`src/rtl/led_fader_pkg.sv`:
```
// Shared types and elaboration-time helpers for the LED fader.
//   fader_state_t  : fade FSM encoding
//   clog2          : ceiling log2
//   counter_width  : clog2 with a one-bit floor, for prescaler widths
//   slot_clks      : clocks per PWM slot, at least 1
//   step_clks      : clocks per duty step during a fade, at least 1
package led_fader_pkg;

  typedef enum logic [1:0] {
    StOff,
    StRise,
    StOn,
    StFall
  } fader_state_t;

  function automatic int unsigned clog2(input int unsigned value);
    int unsigned result = 0;
    for (int i = 0; i < 32; i++) begin
      if ((64'd1 << i) < 64'(value)) result = i + 1;
    end
    return result;
  endfunction

  function automatic int unsigned counter_width(input int unsigned count);
    int unsigned w = clog2(count);
    return (w == 0) ? 1 : w;
  endfunction

  function automatic int unsigned slot_clks(input int unsigned clk_freq_khz,
                                            input int unsigned pwm_freq_hz,
                                            input int unsigned duty_w);
    longint unsigned num = 64'(clk_freq_khz) * 64'd1000;
    longint unsigned den = 64'(pwm_freq_hz) << duty_w;
    longint unsigned q   = num / den;
    return (q == 0) ? 1 : 32'(q);
  endfunction

  function automatic int unsigned step_clks(input int unsigned fade_ms,
                                            input int unsigned clk_freq_khz,
                                            input int unsigned duty_w);
    longint unsigned max_duty = (64'd1 << duty_w) - 64'd1;
    longint unsigned q        = (64'(fade_ms) * 64'(clk_freq_khz)) / max_duty;
    return (q == 0) ? 1 : 32'(q);
  endfunction

endpackage

```
`src/rtl/led_fader_pwm_core.sv`:
```
// PWM generator: free-running slot prescaler and slot counter, compared
// against the requested duty to produce a registered pin drive.
//   clk, rst : clock, synchronous active-high reset
//   duty     : duty level, 0 = always low, all-ones = always high
//   en       : output enable, 0 forces pwm_out low
//   pwm_out  : registered PWM output
module led_pwm_core
  import led_fader_pkg::*;
#(
  parameter int unsigned DUTY_W    = 8,
  parameter int unsigned SLOT_CLKS = 1
) (
  input  logic              clk,
  input  logic              rst,
  input  logic [DUTY_W-1:0] duty,
  input  logic              en,
  output logic              pwm_out
);

  localparam int unsigned       PreW    = counter_width(SLOT_CLKS);
  localparam logic [PreW-1:0]   PreLast = PreW'(SLOT_CLKS - 1);
  localparam logic [DUTY_W-1:0] MaxDuty = '1;

  logic [PreW-1:0]   pre_q, pre_d;
  logic [DUTY_W-1:0] slot_q, slot_d;
  logic              pwm_q, pwm_d;

  always_comb begin
    pre_d  = pre_q + 1'b1;
    slot_d = slot_q;
    if (pre_q == PreLast) begin
      pre_d  = '0;
      slot_d = slot_q + 1'b1;
    end
    // Full duty is forced high so there is no one-slot gap at the frame end.
    pwm_d = en & ((duty == MaxDuty) | (slot_q < duty));
  end

  always_ff @(posedge clk) begin
    if (rst) begin
      pre_q  <= '0;
      slot_q <= '0;
      pwm_q  <= 1'b0;
    end else begin
      pre_q  <= pre_d;
      slot_q <= slot_d;
      pwm_q  <= pwm_d;
    end
  end

  assign pwm_out = pwm_q;

endmodule

```
`src/rtl/led_fader.sv`:
```
// LED fader: ramps the PWM duty linearly towards full on while led_req is
// high and towards off while it is low, and drives the LED pin with PWM.
//   clk, rst : clock, synchronous active-high reset
//   led_req  : on request from the blinker
//   en       : output enable; 0 forces pwm_out low, the fade keeps running
//   pwm_out  : registered PWM pin drive
//   duty     : current duty level (registered)
//   busy     : high while a fade is in progress
module led_fader
  import led_fader_pkg::*;
#(
  parameter int unsigned CLK_FREQ_KHz = 50000,
  parameter int unsigned PWM_FREQ_Hz  = 1000,
  parameter int unsigned DUTY_W       = 8,
  parameter int unsigned FADE_MS      = 250
) (
  input  logic              clk,
  input  logic              rst,
  input  logic              led_req,
  input  logic              en,
  output logic              pwm_out,
  output logic [DUTY_W-1:0] duty,
  output logic              busy
);

  localparam int unsigned       SlotClks = slot_clks(CLK_FREQ_KHz, PWM_FREQ_Hz, DUTY_W);
  localparam int unsigned       StepClks = step_clks(FADE_MS, CLK_FREQ_KHz, DUTY_W);
  localparam int unsigned       StepW    = counter_width(StepClks);
  localparam logic [StepW-1:0]  StepLast = StepW'(StepClks - 1);
  localparam logic [DUTY_W-1:0] MaxDuty  = '1;

  fader_state_t      state_q, state_d;
  logic [DUTY_W-1:0] duty_q, duty_d;
  logic [StepW-1:0]  step_q, step_d;
  logic              busy_q, busy_d;
  logic              step_tick;

  // The prescaler only leaves 0 in StRise/StFall, so a tick implies a ramp.
  assign step_tick = (step_q == StepLast);

  always_comb begin
    state_d = state_q;
    duty_d  = duty_q;
    step_d  = step_q;
    unique case (state_q)
      StOff: begin
        step_d = '0;
        if (led_req) state_d = StRise;
      end
      StRise: begin
        step_d = step_tick ? '0 : step_q + 1'b1;
        // A reversal holds duty and keeps the prescaler phase, so the
        // direction change is seamless; it wins over a coincident tick.
        if (!led_req) begin
          state_d = StFall;
        end else if (step_tick) begin
          if (duty_q != MaxDuty) duty_d = duty_q + 1'b1;
          if (duty_d == MaxDuty) begin
            state_d = StOn;
            step_d  = '0;
          end
        end
      end
      StOn: begin
        step_d = '0;
        if (!led_req) state_d = StFall;
      end
      StFall: begin
        step_d = step_tick ? '0 : step_q + 1'b1;
        if (led_req) begin
          state_d = StRise;
        end else if (step_tick) begin
          if (duty_q != '0) duty_d = duty_q - 1'b1;
          if (duty_d == '0) begin
            state_d = StOff;
            step_d  = '0;
          end
        end
      end
      default: begin
        state_d = StOff;
        step_d  = '0;
      end
    endcase
    busy_d = (state_d == StRise) || (state_d == StFall);
  end

  always_ff @(posedge clk) begin
    if (rst) begin
      state_q <= StOff;
      duty_q  <= '0;
      step_q  <= '0;
      busy_q  <= 1'b0;
    end else begin
      state_q <= state_d;
      duty_q  <= duty_d;
      step_q  <= step_d;
      busy_q  <= busy_d;
    end
  end

  led_pwm_core #(
    .DUTY_W   (DUTY_W),
    .SLOT_CLKS(SlotClks)
  ) u_pwm (
    .clk    (clk),
    .rst    (rst),
    .duty   (duty_q),
    .en     (en),
    .pwm_out(pwm_out)
  );

  assign duty = duty_q;
  assign busy = busy_q;

endmodule

```
`config.mk`:
```
export PLATFORM = sky130hd
export DESIGN_NAME = led_fader
export DESIGN_NICKNAME = d
export VERILOG_FILES = /design/src/rtl/led_fader_pkg.sv /design/src/rtl/led_fader_pwm_core.sv /design/src/rtl/led_fader.sv
export SDC_FILE = /design/constraint.sdc
export NUM_CORES = 1
export LEC_CHECK = 0
export CAP_MARGIN = 40
export CORE_ASPECT_RATIO = 0.5
export CORE_UTILIZATION = 50
export CTS_BUF_LIST = sky130_fd_sc_hd__clkbuf_4 sky130_fd_sc_hd__clkbuf_8 sky130_fd_sc_hd__clkbuf_16
export CTS_CLUSTER_DIAMETER = 60
export DETAILED_ROUTE_END_ITERATION = 10
export GPL_ROUTABILITY_DRIVEN = 1
export PLACE_DENSITY = 0.68
export SLEW_MARGIN = 20
export SYNTH_ARGS = -nofsm -noshare
export SYNTH_HDL_FRONTEND = slang
export SYNTH_SLANG_ARGS = --single-unit
```
`constraint.sdc`:
```
create_clock -name clk -period 3 [get_ports clk]
set_input_delay 0.3 -clock clk [delete_from_list [all_inputs] [get_ports clk]]
set_output_delay 0.3 -clock clk [all_outputs]
set_load 0.1 [all_outputs]
```
# Word-level counts from Yosys, hierarchy flattened
# Index checks and enable logic that the tools add are counted.
[classes]
magnitude_cmp = 1
n_mux = 30
addsub = 5
eq_ne = 14
bitwise = 2
reduce_logical = 8
[ops]
columns = ["op", "n"]
rows = [
  ["$mux 16", 7],
  ["$mux 8", 12],
  ["$pmux 16 s3", 1],
  ["$add 8x1->8 const B", 3],
  ["$eq 8x8->1 const B", 3],
  ["$add 16x1->16 const B", 1],
  ["$eq 16x16->1 const B", 1],
  ["$mux 2", 8],
  ["$pmux 8 s2", 1],
  ["$logic_not 8->1", 1],
  ["$lt 8x8->1", 1],
  ["$ne 2x2->1 const B", 4],
  ["$ne 8x8->1 const B", 1],
  ["$pmux 2 s4", 1],
  ["$reduce_bool 8->1", 1],
  ["$sub 8x1->8 const B", 1],
  ["$eq 2x2->1 const B", 3],
  ["$reduce_and 5->1", 1],
  ["$eq 2x1->1 const B", 2],
  ["$reduce_or 2->1", 2],
  ["$logic_not 2->1", 1],
  ["$reduce_bool 2->1", 1],
  ["$and 1x1->1", 1],
  ["$logic_or 1x1->1", 1],
  ["$or 1x1->1", 1],
]
[totals]
output_inout_bits = 10
register_bits = 44
elab_cells = 67
inputBits = 4

# Depth between registers and ports, before layout
# Gate-level depths: netlist of the first run.
[logic_depth]
word_depth = 12
ltp_mapped = 9
depth_no_buf = 8

# Hierarchy
# Synthesis of the first run repeated with hierarchy kept, for this count alone.
[unflattened]
cells_unflattened = 330
area_unflattened_um2 = 2726.4
[by_module_without_submodules]
columns = ["mod", "seq_area_each_um2", "area_each_um2", "n_inst", "cells_per_inst"]
rows = [
  ["led_fader", 540.5, 1791.7, 1, 224],
  ["led_pwm_core", 340.3, 934.6, 1, 106],
]

# Least setup slack after synthesis of the first run
# OpenSTA, ideal clock, no wires.
[synth_path]
path_type = "reg-to-reg"
startpoint = "reg duty_q[0], in the netlist duty[0]"
endpoint = "reg state_q[1]"
n_path_buf = 1
required_time_ns = 2.909
period_less_slack_ns = 2.851
setup_slack_ns = 0.149
path_stages_with_launch = 10
arrival_ns = 2.760
setup_ns = 0.091
path_cell_list = "dfxtp_1 -> buf_4 -> inv_1 -> ha_1 -> inv_1 -> o32a_1 -> mux2_1 -> nor4_2 -> nand3_1 -> a311oi_1"
[synth_via]
elab_chain_cells = 10
elab_cells_between_ends = 21
classes_between = "add/sub (2); eq/ne (2); mux (15); reduce/logical (2)"
[synth_rtl]
columns = ["item", "line", "source"]
rows = [
  ["from (decl)", "led_fader.sv:33", "logic [DUTY_W-1:0] duty_q, duty_d;"],
  ["from (signal assigned)", "led_fader.sv:96", "duty_q <= duty_d;"],
  ["$add 8x1->8 (tied with other cells)", "led_fader.sv:57", "if (duty_q != MaxDuty) duty_d = duty_q + 1'b1;"],
  ["$mux 8, on equally long branches", "led_fader.sv:57, led_fader.sv:73", ""],
  ["$mux 8, on equally long branches", "led_fader.sv:56, led_fader.sv:72", ""],
  ["$mux 8, on equally long branches", "led_fader.sv:54, led_fader.sv:70", ""],
  ["$mux 8", "led_fader.sv:45", "unique case (state_q)"],
  ["$eq 8x8->1 or $logic_not 8->1 (tied branches)", "led_fader.sv:58, led_fader.sv:74", ""],
  ["$mux 2, on equally long branches", "led_fader.sv:58, led_fader.sv:74", ""],
  ["$mux 2, on equally long branches", "led_fader.sv:56, led_fader.sv:72", ""],
  ["$mux 2, on equally long branches", "led_fader.sv:54, led_fader.sv:70", ""],
  ["$pmux 2 s4 *", "led_fader.sv:45", ""],
  ["to (signal assigned)", "led_fader.sv:90", "state_q <= StOff;"],
  ["to (signal assigned)", "led_fader.sv:95", "state_q <= state_d;"],
  ["to (decl)", "led_fader.sv:32", "fader_state_t state_q, state_d;"],
]
# Mark *: on every way between the ends. The rest lies on a longest branch, timed or not. The select of a mux whose other input is x is not followed.
# A chain may end at the register's enable or synchronous reset.

# Worst setup path after layout of the first run
# Same ends and word-level chain as after synthesis.

==> results.sh, run 1 <==
export IMPL_overflow=0
export IMPL_ys_ff_latch=44
export IMPL_fmax_mhz=412
export IMPL_maxCapViolCount=0
export IMPL_p_comb_share_pct=6.6
export IMPL_hold_viol_final=0
export IMPL_grt_pass1_vias=1943
export IMPL_grt_usage_pct=22.1
export IMPL_die_x_um=104
export IMPL_num_vias=2221
export IMPL_ff2ff_path_depth=8
export IMPL_clock_insertion_delay_worst_skew_ps=310
export IMPL_met2_usage_pct=36.7
export IMPL_arrival_ps=2650
export IMPL_gp_congestion=0.926
export IMPL_timing_rr_end="state_q[1]$_SDFF_PP0_"
export IMPL_antenna_found_initial=0
export IMPL_crit_path_start="duty[0]$_SDFFE_PP0P_"
export IMPL_finalSetupViolations=0
export IMPL_synth_area_leaders="dfxtp_1, ha_1, nor2_1"
export IMPL_critPathCapture="state_q[1]$_SDFF_PP0_"
export IMPL_powerDensity_mw_per_mm2=402
export IMPL_worst_r2r_startpoint="duty[0]$_SDFFE_PP0P_"
export IMPL_criticalPathCategory="flop to flop"
export IMPL_cts_tree="yes"
export IMPL_grt_pass1_wl_mm=9.36
export IMPL_critPathMaxStageDelay_ps=600
export IMPL_hold_class="flop to flop"
export IMPL_synth_flop_cell="dfxtp_1"
export IMPL_crit_fanout=13
export IMPL_rsz0062_at_grt="no"
export IMPL_grt_util_met1_pct=28.5
export IMPL_placed_area_mm2=0.00276
export IMPL_synthArstFlopShare_pct=0
export IMPL_syn_area_per_cell_um2=8.31
export IMPL_die_h_um=53.0
export IMPL_worst_path_most_repeated_cell="inv_1"
export IMPL_cts_resized_gates=0
export IMPL_wl_per_cell_um=14.5
export IMPL_syn_area_mm2=0.00260
export IMPL_finalCritPeriodShare_pct=80.9
export IMPL_slew_headroom_pct=59.2
export IMPL_start_kind="flop"
export IMPL_fp_row_count=18
export IMPL_synth_distinct_cells=55
export IMPL_post_cts_buffers=0
export IMPL_coreArea_mm2=0.00495
export IMPL_endpoint_kind="flop"
export IMPL_finClkSkew_ps=6.35
export IMPL_worst_pin_slew_ps=611
export IMPL_layout_nets=339
export IMPL_ir_worst_vdd_v=0.000255
export IMPL_grt_max_degree=24
export IMPL_wl_mm=5.69
export IMPL_initialDrtViolationCount=89
export IMPL_worstHoldPathCells=1
export IMPL_die_area_mm2=0.00552
export IMPL_intPower_mw=0.874
export IMPL_fin_tns_setup_ps=0
export IMPL_post_route_cell_area_mm2=0.00288
export IMPL_final_core_util_pct=58.1
export IMPL_hpwl_mm=4.00
export IMPL_clockBufferDepth=2
export IMPL_synth_edf_count=0
export IMPL_total_power_mw=1.16
export IMPL_required_ps=3230
export IMPL_seq_area_frac_synth_pct=33.8
export IMPL_synth_top_area_share_pct=33.8
export IMPL_clkTransAtPathRegs_ps=90
export IMPL_clkPwrFrac_pct=40.9
export IMPL_pin_count=14
export IMPL_status="complete, no violations"
export IMPL_cts_sinks=44
export IMPL_period_needed_ps=2430
export IMPL_cts_buffers=5
export IMPL_ctsRootBufferMaster="clkbuf_8"
export IMPL_p_sw_mw=0.283
export IMPL_nFillCells=461
export IMPL_gr_usage_met3_pct=5.67
export IMPL_slew_violations=0
export IMPL_htree_levels=2
export IMPL_diodes=0
export IMPL_yosysTopAreaCell="dfxtp_1"
export IMPL_ctsHoldBuffers=0
export IMPL_synth_cells=313
export IMPL_leakage_nw=1.06
export IMPL_yosysWarnings=0
export IMPL_start_util_pct=52.5
export IMPL_ant_nets=0
export IMPL_worstPathCellList="inv_1, ha_1, inv_1, o32a_1, mux2_1, nor4_2, nand3_1, a311oi_1"
export IMPL_firstDrtPassIters=4
export IMPL_synthesis_nets=331
export IMPL_grt_busiest_layer="met2"
export IMPL_port_buffers=13
export IMPL_syn_to_final_growth_pct=10.5
export IMPL_drc_errors=0
export IMPL_drive_above_1_share_pct=10.2
export IMPL_pwr_share_seq_pct=52.5
export IMPL_routed_via_density=5.67
export IMPL_switching_share_pct=24.5
export IMPL_critical_path_slowest_cell="dfxtp_1"
export IMPL_r2r_setup_slack_ps=570
per-stage QoR:
stage | hold WS, ps | std cells | setup WS (ps)
5_1_grt | 510 | 392 | 319
4_1_cts | 489 | 392 | 597
3_3_place_gp | 443 | 382 | 710
3_5_place_dp | 469 | 384 | 611
6_report | 481 | 392 | 573
2_1_floorplan | 390 | 313 | 149
metal layers:
metal,vias to the layer above,routed length (um),part of all wire [%]
met3,8,369,6.5
met5,-,0,0
li1,1116,-,-
met4,0,55,0.97
met1,1036,2730,48
met2,61,2530,44
power groups by stage:
stage / combinational (mW) / sequential (mW) / clock, mW
final: 0.0762 / 0.607 / 0.473
after global routing: 0.0835 / 0.609 / 0.508
after CTS: 0.0763 / 0.607 / 0.487
after detailed placement: 0.0759 / 0.620 / 0
after global placement: 0.0694 / 0.620 / 0
after floorplan: 0.0442 / 0.628 / 0
worst min-delay path by stage:
| stage | start | end | slack [ps] |
|---|---|---|---|
| floorplan | rst | duty[6]$_SDFFE_PP0P_ | 390 |
| global placement | step_q[0]$_SDFF_PP0_ | step_q[0]$_SDFF_PP0_ | 440 |
| detailed placement | step_q[0]$_SDFF_PP0_ | step_q[0]$_SDFF_PP0_ | 470 |
| CTS | step_q[0]$_SDFF_PP0_ | step_q[0]$_SDFF_PP0_ | 490 |
| global route | step_q[0]$_SDFF_PP0_ | step_q[0]$_SDFF_PP0_ | 510 |
| finish | step_q[0]$_SDFF_PP0_ | step_q[0]$_SDFF_PP0_ | 480 |
cells in the mapped netlist, drive strengths merged (2+ instances only):
cell	n
nand3b	3
nand3	23
xnor2	14
nand4	7
xor2	18
a211oi	3
or3	3
o211ai	3
o31ai	3
clkbuf	9
nand2	28
ha	14
a311oi	4
mux2i	2
nand2b	2
a31oi	3
nor2	42
and2	2
o311ai	2
a21oi	14
and3	8
and4	2
a21o	4
inv	14
o21ai	9
nor4	5
buf	7
nor3	4
dfxtp	44
sequential cells by signal (all words and copies together), names as in the netlist:
signal         flops
duty               8
u_pwm.slot_q       8
busy               1
state_q            2
step_q            16
u_pwm.pre_q        8
u_pwm.pwm_out      1
area by class of cell:
cell class	count	area (um^2)	share of cell area, %
well taps	70	87.6	3.04
clock buffers	5	68.8	2.39
repair buffers	17	155	5.39
clock inverters	3	47.5	1.65
multi-input cells	239	1580	55.1
inverters	14	52.6	1.83
flip-flops and latches	44	881	30.6
critical path: cells and delay by family, from the launching register on:
kind            cells  cell delay [ps]
flops               1              600
fa+ha+maj           1              390
compound gates      2              530
buf+inv             2              210
mux                 1              290
simple gates        2              310
cells in the final DEF, fill, tap and decap left out, types with 2 or more instances in the layout:
| cell | n |
|---|---|
| dfxtp_1 | 44 |
| nor2_1 | 42 |
| nand2_1 | 28 |
| nand3_1 | 22 |
| xor2_1 | 18 |
| a21oi_1 | 14 |
| xnor2_1 | 14 |
| ha_1 | 14 |
| inv_1 | 11 |
| buf_4 | 10 |
| and3_1 | 8 |
| nand4_1 | 7 |
| o21ai_1 | 7 |
| clkbuf_8 | 5 |
| clkdlybuf4s50_1 | 5 |
| a21o_1 | 4 |
| a311oi_1 | 4 |
| nor3_1 | 4 |
| inv_2 | 3 |
| nand3b_1 | 3 |
| o31ai_1 | 3 |
| or3_1 | 3 |
| a211oi_1 | 3 |
| a31oi_1 | 3 |
| o211ai_1 | 3 |
| and2_1 | 2 |
| nor4_4 | 2 |
| and4_1 | 2 |
| mux2i_1 | 2 |
| nand2b_1 | 2 |
| nor4_2 | 2 |
| clkinv_4 | 2 |
| buf_8 | 2 |
logic make-up (layout without fill, tap and decap cells):
kind of cell / after synthesis / count (layout) / share of synthesized area [%]
and+or+nand+nor: 138 / 138 / 28.7
AOI/OAI and AO/OA: 52 / 52 / 13.5
DFF: 44 / 44 / 33.8
xor gates and xnor gates: 32 / 32 / 10.8
buffers and inverters: 30 / 39 / 5.29
adders and majority gates: 14 / 14 / 6.73
muxes: 3 / 3 / 1.20
No activity file was read; power rests on OpenSTA's default activity.
==> run 2: changes to the inputs <==
==> constraint.sdc (replaced) <==
create_clock -name clk -period 2.53 [get_ports clk]
set_input_delay 0.253 -clock clk [delete_from_list [all_inputs] [get_ports clk]]
set_output_delay 0.253 -clock clk [all_outputs]
set_load 0.1 [all_outputs]
==> results.sh, run 2 (synthesized netlist as in run 1, its figures left out) <==
export IMPL_ctsHoldBuffers=0
export IMPL_grt_busiest_layer="met2"
export IMPL_met2_usage_pct=31.9
export IMPL_ctsRootBufferMaster="clkbuf_8"
export IMPL_arrival_ps=2410
export IMPL_worst_r2r_startpoint="duty[0]$_SDFFE_PP0P_"
export IMPL_top_register="step_q"
export IMPL_start_kind="flop"
export IMPL_num_vias=2222
export IMPL_clock_insertion_delay_worst_skew_ps=290
export IMPL_period_needed_ps=2200
export IMPL_antenna_found_initial=0
export IMPL_post_route_cell_area_mm2=0.00283
export IMPL_endpoint_kind="flop"
export IMPL_pin_count=14
export IMPL_powerDensity_mw_per_mm2=440
export IMPL_post_cts_buffers=0
export IMPL_start_util_pct=52.5
export IMPL_drive_above_1_share_pct=11.5
export IMPL_fmax_mhz=455
export IMPL_fin_tns_setup_ps=0
export IMPL_grt_util_met1_pct=29.5
export IMPL_grt_pass1_wl_mm=8.96
export IMPL_hold_class="flop to flop"
export IMPL_largest_register_ffs=16
export IMPL_coreArea_mm2=0.00495
export IMPL_cts_resized_gates=0
export IMPL_syn_to_final_growth_pct=8.75
export IMPL_total_power_mw=1.25
export IMPL_p_comb_share_pct=6.6
export IMPL_critPathCapture="state_q[1]$_SDFF_PP0_"
export IMPL_layout_common_cells="nor2_1, dfxtp_1, nand2_1, nand3_1, xor2_1"
export IMPL_criticalPathCategory="flop to flop"
export IMPL_initialDrtViolationCount=176
export IMPL_htree_levels=2
export IMPL_hold_viol_final=0
export IMPL_intPower_mw=0.925
export IMPL_crit_fanout=13
export IMPL_fp_row_count=18
export IMPL_grt_usage_pct=20.8
export IMPL_r2r_setup_slack_ps=330
export IMPL_clockBufferDepth=2
export IMPL_finalCritPeriodShare_pct=86.9
export IMPL_die_h_um=53.0
export IMPL_grt_pass1_vias=1834
export IMPL_clkPwrFrac_pct=35.6
export IMPL_hpwl_mm=4.08
export IMPL_diodes=0
export IMPL_layout_nets=339
export IMPL_p_sw_mw=0.321
export IMPL_required_ps=2740
export IMPL_ant_nets=0
export IMPL_pwr_share_seq_pct=57.7
export IMPL_firstDrtPassIters=5
export IMPL_status="complete, no violations"
export IMPL_fin_ws_ps=333
export IMPL_wl_mm=5.60
export IMPL_slew_headroom_pct=59.4
export IMPL_maxCapViolCount=0
export IMPL_gr_usage_met3_pct=4.43
export IMPL_ff2ff_path_depth=8
export IMPL_switching_share_pct=25.8
export IMPL_finClkSkew_ps=3.54
export IMPL_clkTransAtPathRegs_ps=90
export IMPL_timing_rr_end="state_q[1]$_SDFF_PP0_"
export IMPL_die_x_um=104
export IMPL_die_area_mm2=0.00552
export IMPL_finalSetupViolations=0
export IMPL_wl_per_cell_um=14.3
export IMPL_ir_worst_vdd_v=0.000223
export IMPL_placed_area_mm2=0.00274
export IMPL_worst_pin_slew_ps=607
export IMPL_crit_path_start="duty[0]$_SDFFE_PP0P_"
export IMPL_cts_buffers=5
export IMPL_pre_cts_ws_ps=343
export IMPL_port_buffers=13
export IMPL_grt_max_degree=23
export IMPL_routed_via_density=5.67
export IMPL_gp_congestion=0.981
export IMPL_overflow=0
export IMPL_leakage_nw=1.05
export IMPL_cts_sinks=44
export IMPL_rsz0062_at_grt="no"
export IMPL_cts_tree="yes"
export IMPL_drc_errors=0
export IMPL_slew_violations=0
run 2: per-layer routing:
metal | wire length, um | vias to the layer above
li1 | - | 1126
met1 | 2750 | 1015
met2 | 2350 | 75
met3 | 469 | 6
met4 | 40 | 0
met5 | 0 | -
run 2: cell type report:
cell class	count	area, um^2
inverter	14	52.6
tap	70	87.6
sequential	44	883
fill	470	2120
clock buffer	5	68.8
multi-input combinational	239	1580
clock inverter	3	18.8
timing repair buffer	17	135
run 2: power by group through the flow:
stage	clock network, mW	registers [mW]	logic [mW]
3_3_place_gp	0	0.734	0.0807
3_5_place_dp	0	0.736	0.0826
4_1_cts	0.462	0.720	0.0831
2_1_floorplan	0	0.744	0.0525
5_1_grt	0.492	0.723	0.0912
6_report	0.444	0.720	0.0827
run 2: critical path: stages (launching register included):
cell and delay, ps:
dfxtp_2 460, inv_1 120, ha_1 370, inv_1 50
o32a_1 280, mux2_1 290, nor4_2 180, nand3_1 110
a311oi_1 250
run 2: metrics by stage:
step	cells	utilization, %	hold slack, ps
after floorplan	313	-	343
after CTS	392	57.1	469
after detailed placement	384	55.4	449
after global placement	384	55.4	440
final	392	57.1	463
after global routing	392	57.1	484
run 2: worst min-delay path by stage:
stage / startpoint / to / slack [ps] / depth (start not counted)
floorplan: rst / duty[6]$_SDFFE_PP0P_ / 340 / 1
global placement: step_q[0]$_SDFF_PP0_ / step_q[0]$_SDFF_PP0_ / 440 / 1
detailed placement: step_q[0]$_SDFF_PP0_ / step_q[0]$_SDFF_PP0_ / 450 / 1
CTS: step_q[0]$_SDFF_PP0_ / step_q[0]$_SDFF_PP0_ / 470 / 1
global route: step_q[0]$_SDFF_PP0_ / step_q[0]$_SDFF_PP0_ / 480 / 1
finish: step_q[0]$_SDFF_PP0_ / step_q[0]$_SDFF_PP0_ / 460 / 1
